--- config.mk ---
export PLATFORM = sky130hd
export DESIGN_NAME = iterative_multiplier
export DESIGN_NICKNAME = d
export VERILOG_FILES = /design/src/rtl/mul_pkg.sv /design/src/rtl/iterative_multiplier.sv
export SDC_FILE = /design/constraint.sdc
export NUM_CORES = 1
export LEC_CHECK = 0
export BUFFER_PORTS_ARGS = -buffer_cell sky130_fd_sc_hd__buf_2
export CAP_MARGIN = 20
export CORE_UTILIZATION = 55
export DETAILED_ROUTE_END_ITERATION = 8
export GPL_TIMING_DRIVEN = 0
export PLACE_DENSITY_LB_ADDON = 0.05
export SKIP_LAST_GASP = 1
export SLEW_MARGIN = 10
export SYNTH_ARGS = -nofsm -noshare
export SYNTH_HDL_FRONTEND = slang
export SYNTH_SLANG_ARGS = --single-unit
export TNS_END_PERCENT = 5
--- constraint.sdc ---
create_clock -name i_clk -period 3.7 [get_ports i_clk]
set_clock_uncertainty 0.2 [all_clocks]
set_input_delay 0.74 -clock i_clk [delete_from_list [all_inputs] [get_ports i_clk]]
set_output_delay 0.74 -clock i_clk [all_outputs]
set_load 0.01 [all_outputs]
--- src/rtl/mul_pkg.sv ---
// mul_pkg: types and defaults shared by the iterative multiply and divide cores.
package mul_pkg;
  localparam int DEFAULT_WIDTH = 32;
  typedef enum logic [1:0] {
    IDLE = 2'd0,
    RUN  = 2'd1,
    DONE = 2'd2
  } state_t;
endpackage

--- src/rtl/iterative_multiplier.sv ---
// iterative_multiplier: unsigned shift-and-add multiplier, one multiplier bit per clock.
module iterative_multiplier
  import mul_pkg::*;
#(
  parameter int WIDTH = DEFAULT_WIDTH,
  localparam int CNT_W = $clog2(WIDTH + 1)
) (
  input  logic               i_clk,
  input  logic               i_rst_n,
  input  logic               i_start,
  input  logic [WIDTH-1:0]   i_multiplicand,
  input  logic [WIDTH-1:0]   i_multiplier,
  output logic               o_busy,
  output logic               o_done,
  output logic [2*WIDTH-1:0] o_product
);
  state_t             state_q, state_d;
  logic [WIDTH-1:0]   mcand_q;
  logic [2*WIDTH-1:0] acc_q, acc_nxt;
  logic [CNT_W-1:0]   cnt_q;
  logic [WIDTH:0]     sum;
  logic               accept, last;
  assign accept = i_start && state_q != RUN;
  assign last   = state_q == RUN && cnt_q == CNT_W'(WIDTH - 1);
  // The upper add keeps its carry so the shifted-in MSB is exact.
  always_comb begin
    sum     = {1'b0, acc_q[2*WIDTH-1:WIDTH]} + (acc_q[0] ? {1'b0, mcand_q} : '0);
    acc_nxt = {sum, acc_q[WIDTH-1:1]};
  end
  always_ff @(posedge i_clk or negedge i_rst_n) begin
    if (!i_rst_n) state_q <= IDLE;
    else          state_q <= state_d;
  end
  always_comb begin
    state_d = accept ? RUN : state_q == RUN ? (last ? DONE : RUN) : IDLE;
  end
  always_comb begin
    o_busy = state_q == RUN;
    o_done = state_q == DONE;
  end
  always_ff @(posedge i_clk or negedge i_rst_n) begin
    if (!i_rst_n) begin
      mcand_q   <= '0;
      acc_q     <= '0;
      cnt_q     <= '0;
      o_product <= '0;
    end else if (accept) begin
      mcand_q <= i_multiplicand;
      acc_q   <= {{WIDTH{1'b0}}, i_multiplier};
      cnt_q   <= '0;
    end else if (state_q == RUN) begin
      acc_q <= acc_nxt;
      cnt_q <= cnt_q + 1'b1;
      if (last) o_product <= acc_nxt;
    end
  end
endmodule
== Yosys cells after proc, flatten, opt, wreduce, memory -nomap -nowiden ==
Cells that the tools add are included.

* Register bits after elaboration: 168
* Input port bits: 67
* Output and inout port bits: 66
* Logic and storage cells: 24

* Add/sub/neg operators: 2
* Equality and inequality tests: 4
* Multiplexer cells: 8
* Bitwise gates (word level): 1
* Reduce and logical (&&, ||, !) cells: 4

{| class="wikitable"
|+ Operators with widths
! operator !! count
|-
| 2-to-1 mux 64 bit || 2
|-
| adder 32 x 32 -> 33 bit || 1
|-
| 2-to-1 mux 32 bit || 1
|-
| 2-to-1 mux 6 bit || 2
|-
| adder 6 x 1 -> 6 bit (second input constant) || 1
|-
| equality test 6 x 5 -> 1 bit (second input constant) || 1
|-
| 2-to-1 mux 2 bit || 3
|-
| AND reduction 3 bit || 1
|-
| equality test 2 x 1 -> 1 bit (second input constant) || 1
|-
| equality test 2 bit (second input constant) || 1
|-
| logical AND 1 bit || 2
|-
| != test 2 x 1 -> 1 bit (second input constant) || 1
|-
| nonzero test 2 bit || 1
|-
| NOT 1 bit || 1
|}

== Logic depth before layout (Yosys ltp) ==
* Depth in word-level cells: 5
* Gate-level depth with buffers: 12
* Gate-level depth less buffers: 11

== Worst setup path after synthesis ==
Ideal clock, no wire load.

* Path type: flip-flop to flip-flop
* Start: reg acc_q[0]
* End: reg o_product[60]
* Setup time: 69 ps
* Data arrival time: 2909 ps
* Required time: 3431 ps
* Path slack: 522 ps
* Stages on the path, launching flop included: 12
* Buffers on the path: 1
* Period minus slack after synthesis: 3178 ps
* Path through: dfrtp_1 clkbuf_1 and2_1 ha_1 nand2_2 o311a_1 or4_4 o211ai_4 a311o_4 a311oi_4 or4_1 nand3_1

* Word-level cells in the longest chain between the ends: 2

{| class="wikitable"
|+ RTL lines
! element !! line !! text
|-
| start, declared || iterative_multiplier.sv:19 || <nowiki>logic [2*WIDTH-1:0] acc_q, acc_nxt;</nowiki>
|-
| start signal, assigned || iterative_multiplier.sv:49 || <nowiki>acc_q <= {{WIDTH{1'b0}}, i_multiplier};</nowiki>
|-
| start signal, assigned || iterative_multiplier.sv:52 || <nowiki>acc_q <= acc_nxt;</nowiki>
|-
| 2-to-1 mux 32 bit || iterative_multiplier.sv:27 || <nowiki>sum = {1'b0, acc_q[2*WIDTH-1:WIDTH]} + (acc_q[0] ? {1'b0, mcand_q} : '0);</nowiki>
|-
| adder 32 x 32 -> 33 bit || iterative_multiplier.sv:27 ||
|-
| end signal, assigned || iterative_multiplier.sv:54 || <nowiki>if (last) o_product <= acc_nxt;</nowiki>
|-
| end, declared || iterative_multiplier.sv:15 || <nowiki>output logic [2*WIDTH-1:0] o_product</nowiki>
|}

Every way passes these cells.
A chain may end at the register's enable or synchronous reset.

== Final worst setup path ==
Ends and elaborated chain as after synthesis.

==> results.md <==
* Layout Cells excl Fill at 1271
* Cells taking the most area after synthesis: dfrtp_1, nand2_1, o21ai_0
* Fmax at 0.2772 GHz
* Die width at 127.2 microns
* Critical setup path kind: reg -> reg
* GR Overflow Total at 0
* Core area at 15260 sq um
* Yosys reg bits at 168
* Avg Cell Area, Syn at 9.615 sq um
* Routed len/inst at 16.25 microns
* Synthesized Nets at 998
* Detailed Route WL at 20660 microns
* Setup TNS at 0 ns
* Start point of the critical path: acc_q[0]$_DFFE_PN0P_
* Worst hold path class: in -> async
* Routed vias at 7012
* CP Capture Type: flip-flop
* Slew margin rel. at 50.14%
* DRT iter0 DRCs at 431
* RSZ-0062 raised after global routing: yes
* Drc violations at 0
* Worst Setup Start Kind: flip-flop
* Worst-Margin Slew at 0.7479 ns
* Global Route Usage Sum at 26.77%
* Most frequent cell after synthesis: nand2_1
* Drt first pass iters at 5
* Number of synthesized flops with an enable pin at 0
* Die ar. at 16190 sq um
* Worst skew pair latency at 0.43 ns
* R2r startpoint: acc_q[0]$_DFFE_PN0P_
* Placed Cells at 1240
* Hold slack at 0.1452 ns
* LEAKAGE at 0.005220 uW
* Min cycle time layout at 3.608 ns
* Fraction of layout cells with a size suffix above 1 at 19.91%
* Status: complete, no violations
* Maxcap violations at 0
* Final period utilization at 97.50%
* Seq/Total Area, Yosys at 48.75%
* Synth cell count leaders: nand2_1, dfrtp_1, o21ai_0
* Routed Antenna Nets at 0
* Vias in the first global route at 6748
* Critical Path RT at 3.87 ns
* Maximum vdd drop at 0.4416 mV
* Starting Density at 56.52%
* PortBufs at 131
* CTS tree: done
* Post-layout total power at 8915 uW
* Clock root buffer: clkbuf_16
* First-pass GRT wire length at 33810 microns
* RD Place Congestion at 0.9134
* Die H at 127.2 microns
* Max Buffers Root-to-Sink at 2
* WP data arrival at 3.78 ns
* Clk sinks at 168
* Pwr Density at 878.3 nW/um^2
* Cell row count at 45
* P&R area growth vs syn at 17.68%
* Synthesized area at 8625 sq um
* Post-layout nets at 1149
* Vias/cell at 5.517
* Clock transition at path regs at 0.07 ns
* Core Util, Final at 66.52%
* TritonCTS Buffers at 17
* Synth warn at 0
* Worst r2r dst: o_product[60]$_DFFE_PN0P_
* Final Slew Violations at 0
* Largest net degree at the start of global routing at 103
* Synth async-reset ratio at 100.0%
* CP Max Fanout at 10
* Antenna diodes at 0
* Initial antenna violation count at 0
* Main flop type after synthesis: dfrtp_1
* I/O pin count at 133
* Final HPWL DP at 14700 microns
* Reg2Reg Setup Slack at 0.09 ns
* Top cell type's share of synthesized area at 48.75%
* Leading area contributor after synthesis: dfrtp_1
* Synth unique cells at 51
* Worst Setup EP: o_product[60]$_DFFE_PN0P_
* Final Hold Fails at 0
* H-tree levels at 4
* Mapped Cells at 897
* Worst Reg2Reg Path Length in Cells at 11
* # setup viols final at 0
* Filler instances at 1324
[final cells by class]
class                   instances  area (sq um)  area share [%]
flip-flops and latches        168          4205           41.43
plain buffers                  54         205.2           2.022
clock inverters                11         90.09          0.8876
inverters                       6         22.52          0.2219
multi-input cells             669          4213           41.51
well taps                     211         264.0           2.601
clock buffers                  20         456.7           4.500
repair buffers                132         693.2           6.829
[routing by layer]
layer,track usage [%],vias up,part of all wire [%]
met5,0,-,0
met1,36.06,3379,46
met4,8.754,0,1.9
met2,43.47,183,47
met3,5.570,33,4.7
li1,-,3417,-
[layout by cell type, fill, tap and decap left out, types with 13 or more instances in the layout]
cell       count
nand2_1      216
dfrtp_1      167
buf_2        131
o21ai_0       93
clkbuf_1      45
and2_1        34
a21oi_1       34
nand3b_1      33
ha_1          33
mux2_2        32
mux2i_1       32
a21o_1        23
clkbuf_16     17
nor2_1        15
nand3_1       15
xnor2_1       13
xor2_1        13
[state kept, by name, summed over array words and instances, names as in the netlist]
register / count
cnt_q: 6
state_q: 2
mcand_q: 32
acc_q: 64
o_product: 64
[how the worst min path moves through the flow]
stage / start / end / cells past startpoint
floorplan: i_rst_n / acc_q[0]$_DFFE_PN0P_ / 0
global placement: o_product[31]$_DFFE_PN0P_ / o_product[31]$_DFFE_PN0P_ / 2
detailed placement: o_product[9]$_DFFE_PN0P_ / o_product[9]$_DFFE_PN0P_ / 2
CTS: i_rst_n / o_product[46]$_DFFE_PN0P_ / 1
global route: i_rst_n / o_product[46]$_DFFE_PN0P_ / 1
finish: i_rst_n / o_product[46]$_DFFE_PN0P_ / 1
[power by group]
| group | internal (uW) | switching (uW) |
|---|---|---|
| Clock | 904 | 769 |
| Combinational | 1640 | 2330 |
| Sequential | 2730 | 538 |
[worst max-delay path, cell delays in order, from the launching register on]
cell      delay (ns)
dfrtp_2         0.48
clkbuf_2        0.19
and2_1          0.16
ha_1            0.36
nand2_2         0.08
o311a_1         0.38
or4_4           0.53
o211ai_4        0.13
a311o_4         0.32
a311oi_4        0.15
or4_1           0.46
nand3_1         0.09
[metrics by stage]
stage / cell area (sq um) / worst slack [ns]
floorplan: 8625 / 0.5224
global placement: 9544 / -0.9811
detailed placement: 9582 / -0.06253
CTS: 10130 / 0.03089
global route: 10150 / -0.02256
finish: 10150 / 0.09248
[cell families after synthesis]
kind of cell | count (synthesis) | synth area share (%)
mux | 64 | 7.892
buf+inv | 60 | 2.626
compound gates | 189 | 13.48
xor+xnor | 26 | 2.640
simple gates | 356 | 19.60
flops | 168 | 48.75
fa+ha+maj | 34 | 5.020
[repair_timing]
item | 4_1_cts | 5_1_grt
setup buffers | 0 | 0
hold buffers | 0 | 0
gates cloned | 0 | 0
setup endpoints to repair | 6 | 18
endpoints found under the hold margin | 0 | 0
gates resized for setup | 1 | 5
pin swaps | 0 | 1
Note: power is estimated with default switching activity, not from simulation.
